File: src/rtl/led_count_game.sv
// led_count_game: bouncing LED fill-bar guessing game with limited tries and hints.
// The bar grows/shrinks once per tick; GO/STOP freezes it and compares k to a random target.
// Optional feature macro: LED_COUNT_SPEEDUP_EN (each miss halves the tick period, floor 2).
module led_count_game #(
    parameter int unsigned N_LEDS      = 16,
    parameter int unsigned TICK_CYCLES = 100_000_000,
    parameter int unsigned MAX_TRIES   = 3,
    parameter logic [15:0] LFSR_SEED   = 16'hACE1,
    localparam int unsigned CW         = $clog2(N_LEDS + 1)
) (
    input  logic              clk,
    input  logic              reset,
    input  logic              active,
    input  logic              btn_go_stop,
    output logic [N_LEDS-1:0] led,
    output logic [19:0]       seg_data,
    output logic [CW-1:0]     target,
    output logic              game_over,
    output logic              won
);

    localparam int unsigned TW = (MAX_TRIES > 0) ? $clog2(MAX_TRIES + 1) : 1;
    localparam int unsigned PW = $clog2(TICK_CYCLES + 1);

    localparam logic [2:0] ST_IDLE  = 3'd0;
    localparam logic [2:0] ST_RUN   = 3'd1;
    localparam logic [2:0] ST_CHECK = 3'd2;
    localparam logic [2:0] ST_HINT  = 3'd3;
    localparam logic [2:0] ST_WIN   = 3'd4;
    localparam logic [2:0] ST_LOSE  = 3'd5;

    localparam logic [4:0] C_N     = 5'h0A;
    localparam logic [4:0] C_L     = 5'h0B;
    localparam logic [4:0] C_D     = 5'h0C;
    localparam logic [4:0] C_U     = 5'h0D;
    localparam logic [4:0] C_P     = 5'h0E;
    localparam logic [4:0] C_BLANK = 5'h0F;

    logic [2:0]        state;
    logic [CW-1:0]     k;
    logic              dir_up;
    logic [TW-1:0]     tries;
    logic [PW-1:0]     tick_cnt;
    logic [PW-1:0]     period;
    logic              btn_prev;
    logic [15:0]       lfsr;

    logic              press;
    logic              tick;
    logic              hit;
    logic [CW-1:0]     k_step;
    logic              dir_step;
    logic [TW-1:0]     tries_miss;
    logic [CW-1:0]     target_new;
    logic [N_LEDS-1:0] bar;
    logic [N_LEDS-1:0] led_n;
    logic [19:0]       seg_n;
    logic              game_over_n;
    logic              won_n;

    // Two display codes: tens then units (values never exceed 99).
    function automatic logic [9:0] dec2(input logic [CW-1:0] v);
        int unsigned val;
        val = 32'(v);
        return {5'(val / 32'd10), 5'(val % 32'd10)};
    endfunction

    // Edge detect, tick compare, bounce step and miss bookkeeping.
    always_comb begin
        press    = btn_go_stop & ~btn_prev;
        tick     = (tick_cnt == period - PW'(1));
        hit      = (k == target);
        k_step   = k;
        dir_step = dir_up;
        if (dir_up) begin
            if (k == CW'(N_LEDS)) begin
                dir_step = 1'b0;
                k_step   = k - CW'(1);
            end else begin
                k_step = k + CW'(1);
            end
        end else begin
            if (k == CW'(1)) begin
                dir_step = 1'b1;
                k_step   = k + CW'(1);
            end else begin
                k_step = k - CW'(1);
            end
        end
        // Unlimited tries when MAX_TRIES is zero: the counter never moves.
        tries_miss = (MAX_TRIES == 0) ? tries : tries - TW'(1);
        target_new = CW'(32'(lfsr) % N_LEDS + 32'd1);
    end

    // Game state machine; a press in RUN takes priority over a coincident tick.
    always_ff @(posedge clk) begin
        if (reset || !active) begin
            state    <= ST_IDLE;
            k        <= '0;
            dir_up   <= 1'b1;
            tries    <= TW'(MAX_TRIES);
            tick_cnt <= '0;
            target   <= CW'(1);
        end else begin
            case (state)
                ST_IDLE: begin
                    target   <= target_new;
                    k        <= CW'(1);
                    dir_up   <= 1'b1;
                    tries    <= TW'(MAX_TRIES);
                    tick_cnt <= '0;
                    state    <= ST_RUN;
                end
                ST_RUN: begin
                    if (press) begin
                        state <= ST_CHECK;
                    end else if (tick) begin
                        tick_cnt <= '0;
                        k        <= k_step;
                        dir_up   <= dir_step;
                    end else begin
                        tick_cnt <= tick_cnt + PW'(1);
                    end
                end
                ST_CHECK: begin
                    if (hit) begin
                        state <= ST_WIN;
                    end else begin
                        tries <= tries_miss;
                        state <= (MAX_TRIES != 0 && tries_miss == '0) ? ST_LOSE : ST_HINT;
                    end
                end
                ST_HINT: begin
                    if (press) begin
                        tick_cnt <= '0;
                        state    <= ST_RUN;
                    end
                end
                ST_WIN, ST_LOSE: begin
                    if (press) state <= ST_IDLE;
                end
                default: state <= ST_IDLE;
            endcase
        end
    end

`ifdef LED_COUNT_SPEEDUP_EN
    logic [PW-1:0] period_half;
    assign period_half = ((period >> 1) < PW'(2)) ? PW'(2) : (period >> 1);

    // Tick period: halves on every miss, restored whenever a round restarts.
    always_ff @(posedge clk) begin
        if (reset || !active || state == ST_IDLE) begin
            period <= PW'(TICK_CYCLES);
        end else if (state == ST_CHECK && !hit) begin
            period <= period_half;
        end
    end
`else
    assign period = PW'(TICK_CYCLES);
`endif

    // Free-running LFSR (x^16+x^15+x^13+x^4+1); keeps running while the mode is inactive.
    always_ff @(posedge clk) begin
        if (reset) lfsr <= LFSR_SEED;
        else       lfsr <= {lfsr[14:0], lfsr[15] ^ lfsr[14] ^ lfsr[12] ^ lfsr[3]};
    end

    // Button history tracks the raw level every cycle, even while inactive.
    always_ff @(posedge clk) begin
        if (reset) btn_prev <= 1'b0;
        else       btn_prev <= btn_go_stop;
    end

    // Next output values decoded from the current state.
    always_comb begin
        for (int i = 0; i < int'(N_LEDS); i++) begin
            bar[i] = (i + int'(k)) >= int'(N_LEDS);
        end
        led_n       = bar;
        seg_n       = {C_BLANK, C_BLANK, dec2(target)};
        game_over_n = (state == ST_WIN) || (state == ST_LOSE);
        won_n       = (state == ST_WIN);
        case (state)
            ST_IDLE: begin
                led_n = '0;
                seg_n = {4{C_BLANK}};
            end
            ST_HINT: seg_n = {dec2(k), (k < target) ? {C_U, C_P} : {C_D, C_N}};
            ST_WIN:  seg_n = {5'h09, 5'h00, 5'h00, C_D};
            ST_LOSE: begin
                led_n = '1;
                seg_n = {C_L, C_BLANK, dec2(target)};
            end
            default: ;
        endcase
    end

    // Registered outputs, one cycle behind the state they describe.
    always_ff @(posedge clk) begin
        if (reset || !active) begin
            led       <= '0;
            seg_data  <= {4{C_BLANK}};
            game_over <= 1'b0;
            won       <= 1'b0;
        end else begin
            led       <= led_n;
            seg_data  <= seg_n;
            game_over <= game_over_n;
            won       <= won_n;
        end
    end

endmodule

File: config.mk
export PLATFORM = sky130hd
export DESIGN_NAME = led_count_game
export DESIGN_NICKNAME = d
export VERILOG_FILES = /design/src/rtl/led_count_game.sv
export SDC_FILE = /design/constraint.sdc
export NUM_CORES = 1
export LEC_CHECK = 0
export CORE_ASPECT_RATIO = 1.4
export CORE_MARGIN = 3
export CORE_UTILIZATION = 42
export CTS_CLUSTER_DIAMETER = 100
export DETAILED_ROUTE_END_ITERATION = 8
export DONT_BUFFER_PORTS = 1
export GPL_ROUTABILITY_DRIVEN = 0
export SKIP_CTS_REPAIR_TIMING = 1
export SLEW_MARGIN = 10
export SYNTH_ARGS = -nofsm -noshare
export SYNTH_HDL_FRONTEND = slang
export SYNTH_SLANG_ARGS = --single-unit
export TNS_END_PERCENT = 10
File: constraint.sdc
create_clock -name clk -period 2.5 [get_ports clk]
set_input_delay 0.75 -clock clk [delete_from_list [all_inputs] [get_ports clk]]
set_output_delay 0.75 -clock clk [all_outputs]
set_load 0.02 [all_outputs]
==> impl_metrics.json <==
{
  "outcome": "complete, no violations",
  "cp.arrival_ns": 2.45,
  "antenna_found_initial": 0,
  "yosysWarnings": 0,
  "drt_iter0_drc": 209,
  "power.total_mw": 3.199,
  "ioPinCount": 47,
  "power.density_mw_per_mm2": 621.0,
  "core_mm2": 0.01057,
  "dp_slack_ns": 0.2524,
  "setup_tns_ns": 0,
  "grt-ovfl-total": 0,
  "viasPerCell": 5.722,
  "grt_pass1_wl_mm": 18.53,
  "yosys.area.top_type_share_pct": 41.23,
  "yosysSeqAreaShare_pct": 41.23,
  "synthTopCellsByArea": "dfxtp_1 41%, xnor2_1 4.6%, ha_1 4.3%",
  "cts_tree": "done",
  "cts_root_buf": "clkbuf_16",
  "fp.dieH_um": 130.0,
  "final_util_pct": 48.75,
  "cp_max_fo": 6,
  "port_buffers": 0,
  "vias": 3937,
  "drive_above_1_share_pct": 11.82,
  "async_flop_share_pct": 0,
  "finalSetupViolations": 0,
  "wire_per_inst_um": 16.42,
  "grt_use_total_pct": 19.03,
  "wl_mm": 11.30,
  "synth_top_area_cell": "dfxtp_1",
  "synth-edff-count": 0,
  "fmax_mhz": 450.9,
  "die-width_um": 94.58,
  "crit_path_end_kind": "flop",
  "synth-seq-cells": 95,
  "cts_buffers": 9,
  "layout_setup_ws_ns": 0.2823,
  "final_nets": 565,
  "clock_latency_ns": 0.34,
  "synth_flop_cell": "dfxtp_1",
  "start_util_pct": 43.64,
  "synth_most_common_cell": "dfxtp_1",
  "antenna_cells": 0,
  "ant_nets": 0,
  "setup.worst_path.class": "flop to flop",
  "power_leakage_nw": 1.815,
  "min_period_ns": 2.218,
  "rsz0062_at_grt": "false",
  "fin_skew_ns": 0.007546,
  "slew_viol_final": 0,
  "place_hpwl_mm": 8.110,
  "slew_headroom_pct": 49.11,
  "holdWs_ns": 0.4119,
  "min_period_over_period_pct": 88.71,
  "ys_types": 65,
  "cp.required_ns": 2.73,
  "die_area_mm2": 0.01230,
  "syn-cell-area_mm2": 0.004613,
  "htree_levels": 3,
  "grt_max_degree": 25,
  "post-route-drc-count": 0,
  "placementRows": 44,
  "synthTopCellsByCount": "95 x dfxtp_1, 47 x nor2_1, 42 x nand2_1",
  "cp-start-kind": "flop",
  "ir_drop_mv": 0.3421,
  "cts_sinks": 95,
  "hold_viol": 0,
  "tightest_slew_ns": 0.7606,
  "synthCells": 540,
  "syn-mean-instance-area_um2": 8.543,
  "first_pass_iters": 4,
  "path_clk_slew_ns": 0.07,
  "first_global_vias": 3852,
  "max_cap_violations": 0,
  "min_path_type": "flop to flop",
  "cts_buffer_depth": 2,
  "areaGrowthSynthToFinish_pct": 11.69
}
==> worst max-delay path, stage by stage, from the launching register on <==
cell and delay [ns]:
dfxtp_1 0.34, or4b_4 0.55, nor4_4 0.43, a31oi_2 0.22, a211o_1 0.31, a32o_1 0.26
==> where the power goes <==
group / internal, mW / switching [mW]
sequential: 1.55 / 0.0333
clock: 0.806 / 0.598
combinational: 0.0821 / 0.134
==> through the flow <==
stage / cells / cell area, um2
6_report: 688 / 5152
2_1_floorplan: 541 / 4617
3_3_place_gp: 672 / 4845
3_5_place_dp: 672 / 4845
5_1_grt: 688 / 5152
4_1_cts: 688 / 5152
==> final timing paths <==
check | startpoint | to | slack, ns | cells after the start
setup / recovery | tick_cnt[25] | k[3] | 0.28 | 5
hold / removal | lfsr[5] | lfsr[6] | 0.41 | 1
setup reg to reg | tick_cnt[25] | k[3] | 0.28 | 5
hold reg to reg | lfsr[5] | lfsr[6] | 0.41 | 1
==> routing by layer <==
metal / global-route usage (%) / routed length, um / vias up
met4: 10.45 / 366 / 0
met1: 21.60 / 4690 / 1867
met3: 3.691 / 562 / 27
met5: 0 / 0 / -
li1: - / - / 1937
met2: 33.28 / 5676 / 106
==> logic make-up (layout without fill, tap and decap cells) <==
family	Yosys count	in the layout	share of synthesized area, %
buf+inv	52	61	4.774
mux	4	4	0.8679
flops	95	95	41.23
simple gates	224	224	26.50
compound gates	119	119	16.71
fa+ha+maj	16	16	4.340
other cells	1	2	0.08129
xor+xnor	29	29	5.506
==> cell type report <==
cell class                      count  area [um2]
Clock buffer                       10       239.0
Clock inverter                      6       68.82
Inverter                           20       75.07
Sequential cell                    95        1902
Timing Repair Buffer               25       200.2
Multi-Input combinational cell    394        2495
Fill cell                        1045        5418
Tap cell                          138       172.7
==> flip-flops by register name, indices dropped and copies added (netlist names) <==
name       count
tick_cnt      27
seg_data      17
led           16
lfsr          16
k              5
target         5
state          3
tries          2
btn_prev       1
dir_up         1
game_over      1
won            1
==> placed cells by master (no fill, tap or decap), types with 3 or more instances in the layout <==
cell	Yosys	final
o211ai_1	5	5
nor2_1	47	47
nand2b_1	9	9
a21o_1	3	3
or4_1	3	3
nand4_1	11	11
mux2i_1	4	4
o21ai_0	29	29
xnor2_1	24	24
a211oi_1	7	7
o22ai_1	4	4
nor4_1	14	14
nor3_1	17	17
o31ai_1	8	8
or2_2	11	11
buf_4	3	24
a21oi_1	33	33
and4_1	3	3
nand3_1	21	21
and3_1	8	8
nor2b_1	13	13
nand3b_1	3	3
inv_1	19	19
dfxtp_1	95	95
clkinvlp_4	0	4
o21a_1	3	3
xor2_1	5	5
a211o_1	3	3
ha_1	16	16
nor4b_1	6	6
clkbuf_16	0	9
nand2_1	42	42
a2111oi_0	3	3
Power figures use the tool's default switching activity.
